**config.mk**
```make
export PLATFORM = sky130hd
export DESIGN_NAME = gpio_32_top
export DESIGN_NICKNAME = d
export VERILOG_FILES = /design/src/rtl/gpio_32_pkg.sv /design/src/rtl/gpio_debounce.sv /design/src/rtl/gpio_32_top.sv
export SDC_FILE = /design/constraint.sdc
export NUM_CORES = 2
export LEC_CHECK = 0
export CORE_ASPECT_RATIO = 1.1
export CORE_MARGIN = 8
export CORE_UTILIZATION = 58
export CTS_CLUSTER_SIZE = 40
export DETAILED_ROUTE_END_ITERATION = 8
export GPL_ROUTABILITY_DRIVEN = 0
export PLACE_DENSITY = 0.76
export RECOVER_POWER = 50
export SETUP_SLACK_MARGIN = 0.15
export SLEW_MARGIN = 20
export SYNTH_ARGS = -nofsm -noshare
export SYNTH_HDL_FRONTEND = slang
export SYNTH_SLANG_ARGS = --single-unit
```
**constraint.sdc**
```tcl
create_clock -name PCLK -period 7.5 [get_ports PCLK]
set_input_delay 0.75 -clock PCLK [delete_from_list [all_inputs] [get_ports PCLK]]
set_output_delay 0.75 -clock PCLK [all_outputs]
set_load 0.01 [all_outputs]
```
**src/rtl/gpio_32_pkg.sv**
```systemverilog
// gpio_32_pkg: shared constants for the 32-pin APB GPIO bank.
//   NUM_GPIO  - number of pins (register map assumes 32)
//   DB_CNT_W  - width of the debounce threshold and per-pin counter
//   ADDR_*    - byte offsets of the eight registers
//   addr_in_range() - true when the upper address bits select the register window
package gpio_32_pkg;

  localparam int NUM_GPIO = 32;
  localparam int DB_CNT_W = 16;

  localparam logic [7:0] ADDR_GPIO_DIR     = 8'h00;
  localparam logic [7:0] ADDR_GPIO_OUT     = 8'h04;
  localparam logic [7:0] ADDR_GPIO_IN      = 8'h08;
  localparam logic [7:0] ADDR_INT_MASK     = 8'h0C;
  localparam logic [7:0] ADDR_INT_STATUS   = 8'h10;
  localparam logic [7:0] ADDR_INT_TYPE     = 8'h14;
  localparam logic [7:0] ADDR_INT_POLARITY = 8'h18;
  localparam logic [7:0] ADDR_DEBOUNCE_CFG = 8'h1C;

  // Offsets 0x00..0x1C live in the window where PADDR[7:5] is zero.
  function automatic logic addr_in_range(input logic [2:0] addr_hi);
    return (addr_hi == 3'b000);
  endfunction

endpackage

```
**src/rtl/gpio_debounce.sv**
```systemverilog
// gpio_debounce: two-flop synchronizer plus counter-based debounce for one pin.
//   PCLK      - clock
//   PRESETn   - synchronous active-high reset
//   pin_raw   - asynchronous pad input
//   db_thresh - number of consecutive cycles a new level must persist (0 acts as 1)
//   pin_stb   - debounced level
module gpio_debounce
  import gpio_32_pkg::*;
(
  input  logic                PCLK,
  input  logic                PRESETn,
  input  logic                pin_raw,
  input  logic [DB_CNT_W-1:0] db_thresh,
  output logic                pin_stb
);

  logic                meta_r;
  logic                sync_r;
  logic                stb_r;
  logic [DB_CNT_W-1:0] cnt_r;
  logic                thresh_hit_s;

  // Threshold reached; the >= compare lets a lowered threshold take effect mid-count.
  always_comb begin
    thresh_hit_s = 1'b0;
    if (db_thresh == {DB_CNT_W{1'b0}}) begin
      thresh_hit_s = 1'b1;
    end else begin
      thresh_hit_s = (cnt_r >= (db_thresh - {{(DB_CNT_W-1){1'b0}}, 1'b1}));
    end
  end

  // Synchronizer, debounce counter and stable-level register.
  always_ff @(posedge PCLK) begin
    if (PRESETn) begin
      meta_r <= 1'b0;
      sync_r <= 1'b0;
      stb_r  <= 1'b0;
      cnt_r  <= {DB_CNT_W{1'b0}};
    end else begin
      meta_r <= pin_raw;
      sync_r <= meta_r;
      if (sync_r == stb_r) begin
        cnt_r <= {DB_CNT_W{1'b0}};
      end else if (thresh_hit_s) begin
        stb_r <= sync_r;
        cnt_r <= {DB_CNT_W{1'b0}};
      end else begin
        cnt_r <= cnt_r + {{(DB_CNT_W-1){1'b0}}, 1'b1};
      end
    end
  end

  assign pin_stb = stb_r;

endmodule

```
**src/rtl/gpio_32_top.sv**
```systemverilog
// gpio_32_top: 32-pin GPIO bank on an APB3 slave port.
//   PCLK, PRESETn (sync, active-high)   - clock and reset
//   PSEL/PENABLE/PWRITE/PADDR/PWDATA    - APB request; PRDATA/PREADY/PSLVERR response
//   gpio_in_raw - async pad inputs, debounced per pin into the IN register
//   gpio_out    - OUT register;  gpio_oe - DIR register (1 = drive)
//   gpio_irq    - OR of masked interrupt status
module gpio_32_top
  import gpio_32_pkg::*;
(
  input  logic                PCLK,
  input  logic                PRESETn,
  input  logic                PSEL,
  input  logic                PENABLE,
  input  logic                PWRITE,
  input  logic [7:0]          PADDR,
  input  logic [31:0]         PWDATA,
  output logic [31:0]         PRDATA,
  output logic                PREADY,
  output logic                PSLVERR,
  input  logic [NUM_GPIO-1:0] gpio_in_raw,
  output logic [NUM_GPIO-1:0] gpio_out,
  output logic [NUM_GPIO-1:0] gpio_oe,
  output logic                gpio_irq
);

  logic [31:0]         dir_r;
  logic [31:0]         out_r;
  logic [31:0]         mask_r;
  logic [31:0]         status_r;
  logic [31:0]         type_r;
  logic [31:0]         pol_r;
  logic [31:0]         prev_r;
  logic [DB_CNT_W-1:0] db_cfg_r;
  logic [31:0]         stb_s;
  logic [31:0]         edge_evt_s;
  logic [31:0]         level_evt_s;
  logic [31:0]         evt_s;
  logic [31:0]         clr_s;
  logic [31:0]         prdata_s;
  logic [7:0]          addr_s;
  logic                in_range_s;
  logic                wr_en_s;
  logic                unused_addr_s;

  // Byte-lane bits of the address carry no meaning.
  assign addr_s        = {PADDR[7:2], 2'b00};
  assign unused_addr_s = ^PADDR[1:0];
  assign in_range_s    = addr_in_range(PADDR[7:5]);
  assign wr_en_s       = PSEL & PENABLE & PWRITE & in_range_s;

  for (genvar g = 0; g < NUM_GPIO; g++) begin : g_db
    gpio_debounce u_db (
      .PCLK      (PCLK),
      .PRESETn   (PRESETn),
      .pin_raw   (gpio_in_raw[g]),
      .db_thresh (db_cfg_r),
      .pin_stb   (stb_s[g])
    );
  end

  // Interrupt events per pin, selected by type (1 = edge, 0 = level).
  assign edge_evt_s  = (pol_r & stb_s & ~prev_r) | (~pol_r & ~stb_s & prev_r);
  assign level_evt_s = ~(stb_s ^ pol_r);
  assign evt_s       = (type_r & edge_evt_s) | (~type_r & level_evt_s);

  // W1C clear mask for the current cycle.
  always_comb begin
    clr_s = 32'h0000_0000;
    if (wr_en_s && (addr_s == ADDR_INT_STATUS)) begin
      clr_s = PWDATA;
    end else begin
      clr_s = 32'h0000_0000;
    end
  end

  // Read/write configuration registers; IN and STATUS are not writable here.
  always_ff @(posedge PCLK) begin
    if (PRESETn) begin
      dir_r    <= 32'h0000_0000;
      out_r    <= 32'h0000_0000;
      mask_r   <= 32'h0000_0000;
      type_r   <= 32'h0000_0000;
      pol_r    <= 32'h0000_0000;
      db_cfg_r <= {DB_CNT_W{1'b0}};
    end else if (wr_en_s) begin
      case (addr_s)
        ADDR_GPIO_DIR:     dir_r    <= PWDATA;
        ADDR_GPIO_OUT:     out_r    <= PWDATA;
        ADDR_INT_MASK:     mask_r   <= PWDATA;
        ADDR_INT_TYPE:     type_r   <= PWDATA;
        ADDR_INT_POLARITY: pol_r    <= PWDATA;
        ADDR_DEBOUNCE_CFG: db_cfg_r <= PWDATA[DB_CNT_W-1:0];
        default:           ;
      endcase
    end
  end

  // Interrupt status: a new event outranks a simultaneous clear.
  always_ff @(posedge PCLK) begin
    if (PRESETn) begin
      status_r <= 32'h0000_0000;
      prev_r   <= 32'h0000_0000;
    end else begin
      status_r <= (status_r & ~clr_s) | evt_s;
      prev_r   <= stb_s;
    end
  end

  // Combinational read mux; idle or write cycles return zero.
  always_comb begin
    prdata_s = 32'h0000_0000;
    if (PSEL && !PWRITE && in_range_s) begin
      case (addr_s)
        ADDR_GPIO_DIR:     prdata_s = dir_r;
        ADDR_GPIO_OUT:     prdata_s = out_r;
        ADDR_GPIO_IN:      prdata_s = stb_s;
        ADDR_INT_MASK:     prdata_s = mask_r;
        ADDR_INT_STATUS:   prdata_s = status_r;
        ADDR_INT_TYPE:     prdata_s = type_r;
        ADDR_INT_POLARITY: prdata_s = pol_r;
        ADDR_DEBOUNCE_CFG: prdata_s = {16'h0000, db_cfg_r};
        default:           prdata_s = 32'h0000_0000;
      endcase
    end else begin
      prdata_s = 32'h0000_0000;
    end
  end

  assign PRDATA   = prdata_s;
  assign PREADY   = 1'b1;
  assign PSLVERR  = PSEL & PENABLE & ~in_range_s;
  assign gpio_out = out_r;
  assign gpio_oe  = dir_r;
  assign gpio_irq = |(status_r & mask_r);

endmodule

```
==> results.md <==
- Switching pwr: 2.04 mW
- Critical Path Fanout Max: 26
- Gr usage total: 28.8%
- # hold bufs at CTS: 0
- Setup CP Type: in2out
- HP Class: reg2reg
- DRC: 0
- Total gr overflow: 0
- Clock transition at path regs: 60 ps
- Initial DRC Count: between 3000 and 4000
- Switching Fraction: 21.8%
- 1st-pass router iterations: 7
- Std-Cell Rows: 109
- CTS buffer count: 88
- Clock buffer depth: 3
- PortBufs: 172
- Setup TNS: 0 ps
- Post-DR vias/cell: 6.06
- Final Hold Viols: 0
- Mapped Area: 46600 sq um
- YS warnings: 0
- Worst skew pair latency: roughly 660 ps
- Post-CTS Setup Bufs: 0
- Die area: 89800 sq um
- Final setup viols: 0
- Die width: 286 um
- Final core utilization: 65.5%
- Final net count: 6172
- CP Capture Type: primary output
- Vias in the first global route: a little under 40000
- Crit path capture: PRDATA[14]
- Area growth syn-to-layout: 12.4%
- Synth Area per Inst: approximately 8.6 sq um
- Cts repair resizes: 0
- Comb pwr share: roughly 2%
- Clk pwr share: approximately 49%
- Syn Inst Count: approximately 5400
- Post-route ant nets: 0
- Layout cell share with drive strength beyond 1: 6.41%
- Placement Cell Area: 49400 sq um
- Yosys cell types: 66
- FMAX: 0.150 GHz
- First-pass GRT wire length: 209000 um
- Status: finished with violations
- Main synth FF type: dfxtp_1
- Internal power: around 7.3 mW
- Sequential fraction of the synthesis area: 36.4%
- Reg power frac: 48.7%
- Flop-to-flop setup slack: around 1500 ps
- DPL Wire Length: 89500 um
- Peak supply drop: 0.000203 V
- CTS tree: done
- Asr flop ratio synth: 0%
- WP data arrival: 5910 ps
- CP Data Required Time: 6750 ps
- Final wirelength: 134000 um
- Vias: slightly above 40000
- CTS H-tree depth: 3
- R2R cell count: 15
- Least-Margin Pin Slew: around 5000 ps
- Largest net degree at the start of global routing: 184
- Critical Path Start Type: input pin
- Initial Util: 58.3%
- Reg-to-Reg Start: db_cfg_r[0]
- Die height: 313 um
- Yosys reg bits: roughly 850
- Failing checks: max-capacitance violations, max-slew violations
- CTS Root Cell: clkbuf_16
- RSZ-0062 raised after global routing: false
- Max Clock Skew: between 30 and 40 ps
- IO Pins: 176
- Max-cap check violation count: 3
- Period utilisation layout: 88.7%
- Fin crit period: 6660 ps
- Design Area, Final: 52400 sq um
- CP Launch Point: PADDR[3]
- Slew HR: -238%
- Post-Syn Nets: 6053
- Sinks on Clock Net: 848
- Final Max Slew Viols: 154
- Leakage dissipation: 21.2 nW
- PwrDens: approximately 180 nW/um^2
- Number of synthesized flops with an enable pin: 0
- Reg2reg end: g_db[30].u_db.cnt_r[12]
- WL/cell: 20.2 um
- Antenna violations before repair: 3
- CORE AREA: 80100 sq um
-- Yosys cell counts (all sizes together) (49+ instances only) --
library cell  count  area, sq um
a21oi           327         1640
a31oi            49          338
nor2            791         3040
nand3           256         1400
dfxtp           848        17000
buf              58          390
xnor2           187         1640
a31o             53          464
o211ai          101          758
nand2b           68          425
clkbuf          139          522
nor2b            97          607
a22oi           102          766
and3            102          638
ha              577         7220
xor2            309         2710
inv             161          604
nand4            69          438
o21ai            82          414
nand2           590         2210
-- logic make-up (layout without fill, tap and decap cells) --
kind of cell             Yosys count  count (layout)  share of synthesized area (%)
AO/OA/AOI/OAI                    954             954                           13.6
XOR/XNOR                         496             496                           9.31
adder cells (fa/ha/maj)          577             577                           15.5
buffers and inverters            358             546                           3.25
flip-flops                       848             848                           36.4
multiplexers                      17              17                          0.394
other                              1               4                        0.00804
AND/OR/NAND/NOR                 2148            2148                           21.5
-- per-stage QoR --
| stage | hold WS [ps] | setup WS [ps] | power (mW) | std cells |
|---|---|---|---|---|
| final | 433 | 844 | 9.38 | 6644 |
| after global routing | 458 | 838 | 9.63 | 6642 |
| after CTS | 436 | 1990 | 9.43 | 6641 |
| after detailed placement | 423 | 2000 | 4.85 | 6482 |
| after global placement | 423 | 2080 | 4.85 | 6482 |
| after floorplan | 414 | 2150 | 4.74 | 5399 |
-- cell usage in the layout (no fill, tap or decap), types with 48 or more instances in the layout --
cell / n
nand4_1: 69
ha_1: 576
nand2b_1: 68
clkdlybuf4s50_1: 83
buf_4: 50
nand2_1: 588
dlygate4sd3_1: 88
nor2b_1: 97
a31o_2: 53
a22oi_1: 102
a21oi_1: 327
dfxtp_1: 848
o21ai_0: 81
xor2_1: 302
xnor2_1: 181
inv_1: 161
nor2_1: 777
clkbuf_16: 89
nand3_1: 236
and3_1: 102
a21o_1: 48
o211ai_1: 101
-- flip-flops by register name (all words and copies together), names as in the netlist, 32 cells and up --
name / count
g_db.u_db.cnt_r: 512
g_db.u_db.meta_r: 32
g_db.u_db.pin_stb: 32
g_db.u_db.sync_r: 32
gpio_oe: 32
gpio_out: 32
mask_r: 32
pol_r: 32
prev_r: 32
status_r: 32
type_r: 32
-- worst min path at each step --
stage,from,endpoint,cells past startpoint
after floorplan,g_db[0].u_db.meta_r,g_db[0].u_db.sync_r,1
after global placement,g_db[2].u_db.meta_r,g_db[2].u_db.sync_r,1
after detailed placement,g_db[23].u_db.meta_r,g_db[23].u_db.sync_r,1
after CTS,g_db[23].u_db.meta_r,g_db[23].u_db.sync_r,1
after global routing,g_db[23].u_db.meta_r,g_db[23].u_db.sync_r,1
final,g_db[23].u_db.meta_r,g_db[23].u_db.sync_r,1
-- cell type report --
class                   count  area [sq um]
repair buffers            226          2120
fillers                  6551         27600
flip-flops and latches    848         17000
clock buffers             126          2560
well taps                1054          1320
inverters                 161           604
clock inverters            33           482
multi-input cells        4193         28400
diodes                      3          7.51
-- layer usage --
metal,vias to the layer above,part of all wire (%),routed length [um],global-route usage (%)
met3,398,9.3,12500,5.42
met5,-,0,0,0
met2,1645,44,59000,46.0
li1,19100,-,-,-
met1,19100,42,55700,37.0
met4,0,5.1,6870,14.4
-- power groups by stage --
stage               clock, mW  combinational [mW]  sequential, mW
CTS                      4.67               0.183            4.57
floorplan                   0              0.0893            4.65
global route             4.86               0.200            4.57
global placement            0               0.180            4.67
detailed placement          0               0.182            4.67
finish                   4.62               0.188            4.57
-- critical path: stages --
cell	delay (ps)
clkdlybuf4s50_1	390
clkbuf_1	750
nand2b_1	540
nor2_1	610
clkbuf_1	1390
a22oi_1	290
a41oi_1	480
dlygate4sd3_1	670
Power figures use the tool's default switching activity.
